==> src/rtl/dmem_arbiter.sv <==
// -----------------------------------------------------------------------------
// dmem_arbiter
//
// Two-requester arbiter in front of a single-port data memory. Arbitration is
// combinational: a requester is granted in the same cycle its req is high.
// Writes complete at the granting edge. Reads capture the combinational memory
// output at the granting edge and return it with a one-cycle rvalid pulse on
// the owning requester's port.
//
// Build option:
//   DMEM_ARB_RR_EN  defined   -> ties alternate round-robin (last_gnt pointer,
//                                m0 wins the first tie after reset)
//                   undefined -> m0 has fixed priority; m1 is forced through
//                                once it has waited 8 consecutive cycles
//
// Ports:
//   clk, rst                      clock, synchronous active-high reset
//   m0_req/m1_req                 access request (held until granted)
//   m0_we/m1_we                   1 = write, 0 = read
//   m0_addr/m1_addr               access address
//   m0_wdata/m1_wdata             write data
//   m0_gnt/m1_gnt                 combinational grant, at most one high
//   m0_rvalid/m1_rvalid           one-cycle read-data-valid pulse
//   m0_rdata/m1_rdata             read data, held between reads
//   mem_addr/mem_data_in          address / write data to the memory
//   mem_we/mem_re                 memory write / read strobes
//   mem_data_out                  combinational read data from the memory
// -----------------------------------------------------------------------------
module dmem_arbiter #(
    parameter int DATA_WIDTH = 32,
    parameter int ADDR_WIDTH = 4
) (
    input  logic                  clk,
    input  logic                  rst,
    input  logic                  m0_req,
    input  logic                  m0_we,
    input  logic [ADDR_WIDTH-1:0] m0_addr,
    input  logic [DATA_WIDTH-1:0] m0_wdata,
    input  logic                  m1_req,
    input  logic                  m1_we,
    input  logic [ADDR_WIDTH-1:0] m1_addr,
    input  logic [DATA_WIDTH-1:0] m1_wdata,
    output logic                  m0_gnt,
    output logic                  m1_gnt,
    output logic                  m0_rvalid,
    output logic [DATA_WIDTH-1:0] m0_rdata,
    output logic                  m1_rvalid,
    output logic [DATA_WIDTH-1:0] m1_rdata,
    output logic [ADDR_WIDTH-1:0] mem_addr,
    output logic [DATA_WIDTH-1:0] mem_data_in,
    output logic                  mem_we,
    output logic                  mem_re,
    input  logic [DATA_WIDTH-1:0] mem_data_out
);

    localparam logic [3:0] WAIT_MAX   = 4'hF;
    localparam logic [3:0] WAIT_LIMIT = 4'd8;

    logic                  gnt0;
    logic                  gnt1;
    logic                  starve0;
    logic                  starve1;
    logic [3:0]            wait0;
    logic [3:0]            wait1;
    logic                  rd_vld0_p1;
    logic                  rd_vld1_p1;
    logic [DATA_WIDTH-1:0] rd_data0_p1;
    logic [DATA_WIDTH-1:0] rd_data1_p1;
`ifdef DMEM_ARB_RR_EN
    logic                  last_gnt;   // 0 = m0 granted most recently, 1 = m1
`endif

    function automatic logic [3:0] sat_inc(input logic [3:0] v);
        return (v == WAIT_MAX) ? v : v + 4'd1;
    endfunction

    assign starve0 = (wait0 >= WAIT_LIMIT);
    assign starve1 = (wait1 >= WAIT_LIMIT);

    // Grant decision. A starved requester always takes a tie; under the
    // hold-until-granted contract only m1 in the fixed-priority build can
    // ever get there, but the check keeps the tie rule total in both builds.
    always_comb begin
        gnt0 = 1'b0;
        gnt1 = 1'b0;
        if (!rst) begin
            if (m0_req && !m1_req) begin
                gnt0 = 1'b1;
            end else if (m1_req && !m0_req) begin
                gnt1 = 1'b1;
            end else if (m0_req && m1_req) begin
                if (starve0 != starve1) begin
                    gnt0 = starve0;
                    gnt1 = starve1;
                end else begin
`ifdef DMEM_ARB_RR_EN
                    gnt0 = last_gnt;
                    gnt1 = ~last_gnt;
`else
                    gnt0 = 1'b1;
`endif
                end
            end
        end
    end

    assign m0_gnt = gnt0;
    assign m1_gnt = gnt1;

    // Memory-side mux: everything is zero on cycles without a grant.
    always_comb begin
        mem_addr    = '0;
        mem_data_in = '0;
        mem_we      = 1'b0;
        mem_re      = 1'b0;
        if (gnt0) begin
            mem_addr    = m0_addr;
            mem_data_in = m0_wdata;
            mem_we      = m0_we;
            mem_re      = ~m0_we;
        end else if (gnt1) begin
            mem_addr    = m1_addr;
            mem_data_in = m1_wdata;
            mem_we      = m1_we;
            mem_re      = ~m1_we;
        end
    end

    // Arbitration state: round-robin pointer and per-requester wait counters.
`ifdef DMEM_ARB_RR_EN
    always_ff @(posedge clk) begin
        if (rst) begin
            last_gnt <= 1'b1;
        end else if (gnt0) begin
            last_gnt <= 1'b0;
        end else if (gnt1) begin
            last_gnt <= 1'b1;
        end
    end
`endif

    always_ff @(posedge clk) begin
        if (rst) begin
            wait0 <= 4'd0;
            wait1 <= 4'd0;
        end else begin
            wait0 <= (m0_req && !gnt0) ? sat_inc(wait0) : 4'd0;
            wait1 <= (m1_req && !gnt1) ? sat_inc(wait1) : 4'd0;
        end
    end

    // ---- stage p0 -> p1: read data capture at the granting edge ----
    always_ff @(posedge clk) begin
        if (rst) begin
            rd_vld0_p1  <= 1'b0;
            rd_vld1_p1  <= 1'b0;
            rd_data0_p1 <= '0;
            rd_data1_p1 <= '0;
        end else begin
            rd_vld0_p1 <= gnt0 & ~m0_we;
            rd_vld1_p1 <= gnt1 & ~m1_we;
            if (gnt0 && !m0_we) begin
                rd_data0_p1 <= mem_data_out;
            end
            if (gnt1 && !m1_we) begin
                rd_data1_p1 <= mem_data_out;
            end
        end
    end

    // A reset arriving right after a read grant must cancel that read's
    // response in the same cycle, before the registers themselves clear.
    assign m0_rvalid = rd_vld0_p1 & ~rst;
    assign m1_rvalid = rd_vld1_p1 & ~rst;
    assign m0_rdata  = rst ? '0 : rd_data0_p1;
    assign m1_rdata  = rst ? '0 : rd_data1_p1;

endmodule

==> config.mk <==
export PLATFORM = sky130hd
export DESIGN_NAME = dmem_arbiter
export DESIGN_NICKNAME = d
export VERILOG_FILES = /design/src/rtl/dmem_arbiter.sv
export SDC_FILE = /design/constraint.sdc
export NUM_CORES = 1
export LEC_CHECK = 0
export ABC_AREA = 1
export CORE_ASPECT_RATIO = 2
export CORE_MARGIN = 3
export CORE_UTILIZATION = 43
export CTS_BUF_LIST = sky130_fd_sc_hd__clkbuf_8 sky130_fd_sc_hd__clkbuf_16
export DETAILED_ROUTE_END_ITERATION = 6
export PLACE_DENSITY = 0.86
export SYNTH_ARGS = -nofsm -noshare
export SYNTH_HDL_FRONTEND = slang
export SYNTH_SLANG_ARGS = --single-unit
export TNS_END_PERCENT = 10
==> constraint.sdc <==
create_clock -name clk -period 2.84 [get_ports clk]
set_input_delay 0.426 -clock clk [delete_from_list [all_inputs] [get_ports clk]]
set_output_delay 0.426 -clock clk [all_outputs]
set_load 0.005 [all_outputs]
==> impl_metrics.yaml, run 1 <==
global_route:
  grt_usage: 0.283
  top_usage_layer: "met2"
  met2_usage: 0.502
  use_met3: 0.0864
  overflow: 0
  first_global_vias: 4593
  grt_use_met1: 0.309
  grt_antenna_before_repair: 0
  grt_pass1_wl_um: 23200
  grt_start_max_net_pins: 66
die:
  floorplan.core_area_sq_mm: 0.00945
  start_util: 0.444
  dieWidth_um: 75.8
  num_rows: 50
  die_h_um: 146
  io_pins: 216
  die_area_sq_mm: 0.0110
power:
  max-vdd-ir-drop_v: 0.000365
  p_per_area_mw_per_mm2: 421
  p_leak_nw: 3.37
routing:
  dr.pass1.iters: 7
  drc_errors: 0
  initialDrtViolationCount: 469
  routed_wl_um: 16100
  vias: 5051
  via_per_inst: 4.73
  ant_nets: 0
  wire_per_inst_um: 15.0
placed_design:
  port_buffers: 215
  placed_cells: 1053
  dp_hpwl_um: 12200
  place_ws_ps: 196
  routabilityCongestion: 0.883
synth:
  avgSynthCellArea_sq_um: 5.70
  synth_common_cells: "nand2_1 (248), nor2_1 (164), inv_1 (147)"
  syn_inst: 735
  async_flop_share: 0
  ys_seq_elements: 74
  synth_edf_count: 0
  synth_nets: 849
  ys.flop_type: "dfxtp_1"
  synth.most_common_cell: "nand2_1"
  ys_types: 23
  netlist.area_leader.share: 0.354
  synth_area_sq_mm: 0.00419
  yosysTopAreaCell: "dfxtp_1"
  synth_area_leaders: "dfxtp_1 (35%), nand2_1 (22%), nor2_1 (15%)"
  seq_area_frac_synth: 0.354
  yosys_warnings: 0
setup_path:
  reg2reg_to: "rd_data1_p1[4]$_SDFFE_PP0P_"
  crit_chain: "clkdlybuf4s50_1 > inv_1 > nor2_2 > nand2_1 > inv_2 > buf_4 > nand2_1 > nand2_1 > clkdlybuf4s50_1"
  crit_arrival_ps: 2240
  crit_slowest_cell: "clkdlybuf4s50_1"
  r2r_cells: 8
  crit_required_ps: 2410
  cpMostUsedCell: "nand2_1"
  end_kind: "output port"
  cpPeakStageDelay_ps: 570
  critPathKind: "primary input to output port"
  startpoint_type: "primary input"
  reg2reg_from: "wait1[3]$_SDFFE_PP0P_"
  crit_fanout: 12
  r2r_slack_ps: 1140
run:
  max_cap_violations: 0
hold_path:
  min_to: "wait1[1]$_SDFFE_PP0P_"
  worstHoldStart: "wait1[1]$_SDFFE_PP0P_"
  hold_path_depth: 2
  min_path_type: "flop to flop"
timing:
  setup_tns_ps: 0
  finalSetupViolations: 0
  fmax_mhz: 375
  hold_ws_ps: 505
  finalClockSkew_ps: 4.18
  setup_ws_ps: 174
  slew_headroom: 0.556
  fin_crit_ps: 2670
  period_share: 0.939
  report.final.hold_viol_count: 0
  slew_viol_final: 0
  worst_pin_slew_ps: 666
  rsz0062_at_grt: "false"
outcome:
  status: "complete, no violations"
clock_tree:
  root_buffer: "clkbuf_16"
  cts_resized: 0
  clock_sinks: 74
  cts_buffer_depth: 2
  cts_made_buffers: 9
  insertion_delay_ps: 330
  htreeDepth: 3
  tritoncts: "yes"
  cts.clk_slew.worst_paths_ps: 60
  post_cts_buffers: 0
  hold_buffers: 0
layout:
  diodes: 0
  nNetsFinal: 1048
  final_util: 0.712
  area_growth_pct: 60.4
  fillers: 761
  drive_above_1_share: 0.0405
  final-instance-count-excl-fill: 1068
layout by cell type, fill, tap and decap left out, drive strengths merged:
cell type        n
nand2          249
clkdlybuf4s50  214
nor2           166
inv            149
dfxtp           74
nand4           32
buf             14
clkbuf          11
nand3           10
a21oi            6
ha               4
clkinv           3
o22ai            1
or2              1
xor2             1
xnor2            1
clkinvlp         1
bufinv           1
routing by layer:
| layer | routed length [um] | part of all wire |
|---|---|---|
| met1 | 5570 | 0.35 |
| met2 | 8160 | 0.51 |
| met3 | 2010 | 0.12 |
| met5 | 0 | 0 |
| met4 | 313 | 0.019 |
worst max path at each step:
stage	start	endpoint	depth (start not counted)
3_3_place_gp	m0_req	mem_data_in[29]	9
2_1_floorplan	rst	mem_addr[0]	7
4_1_cts	m0_req	mem_data_in[29]	9
3_5_place_dp	m0_req	mem_data_in[13]	9
5_1_grt	m0_req	mem_addr[0]	9
6_report	m0_req	mem_data_in[31]	9
final cells by class:
| type | instances | area [sq um] | area share |
|---|---|---|---|
| Tap cell | 130 | 163 | 0.0242 |
| Clock buffer | 11 | 253 | 0.0376 |
| Inverter | 150 | 563 | 0.0838 |
| Sequential cell | 74 | 1480 | 0.220 |
| Timing Repair Buffer | 228 | 2270 | 0.338 |
| Multi-Input combinational cell | 471 | 1940 | 0.289 |
| Clock inverter | 4 | 51.3 | 0.00763 |
where the power goes:
| part | switching, mW | total, mW | internal (mW) |
|---|---|---|---|
| clock | 0.437 | 1.16 | 0.723 |
| combinational | 0.271 | 0.577 | 0.306 |
| sequential | 0.0124 | 1.09 | 1.08 |
| total | 0.720 | 2.83 | 2.11 |
kinds of logic (layout without fill, tap and decap cells):
logic type / count (synthesis) / in the layout / share of synthesized area
AOI/OAI and AO/OA: 7 / 7 / 0.00866
DFF: 74 / 74 / 0.354
and+or+nand+nor: 458 / 458 / 0.438
xor gates and xnor gates: 2 / 2 / 0.00418
buffers and inverters: 190 / 393 / 0.183
adders and majority gates: 4 / 4 / 0.0119
flip-flops by register name, indices dropped and copies added, names as in the netlist:
register     count
wait1            4
rd_data0_p1     32
rd_vld1_p1       1
rd_vld0_p1       1
wait0            4
rd_data1_p1     32
worst max-delay path: cells and delay by family:
family / cells / cell delay [ps]
and+or+nand+nor: 4 / 370
buffers and inverters: 5 / 1430
metrics by stage:
| step | cell area (sq um) | total power, mW |
|---|---|---|
| after floorplan | 4190 | 1.34 |
| after global placement | 6420 | 1.68 |
| after detailed placement | 6420 | 1.69 |
| after CTS | 6720 | 2.84 |
| after global routing | 6720 | 2.95 |
| final | 6720 | 2.83 |
Note: power is estimated with default switching activity, not from simulation.
==> inputs of run 2 (changes only) <==
--- a/config.mk
+++ b/config.mk
@@ -12,6 +12,7 @@
 export CTS_BUF_LIST = sky130_fd_sc_hd__clkbuf_8 sky130_fd_sc_hd__clkbuf_16
 export DETAILED_ROUTE_END_ITERATION = 6
 export PLACE_DENSITY = 0.86
+export SKIP_LAST_GASP = 1
 export SYNTH_ARGS = -nofsm -noshare
 export SYNTH_HDL_FRONTEND = slang
 export SYNTH_SLANG_ARGS = --single-unit
==> results of run 2 <==
No change in the layout: final DEF, timing and power equal those of run 1.
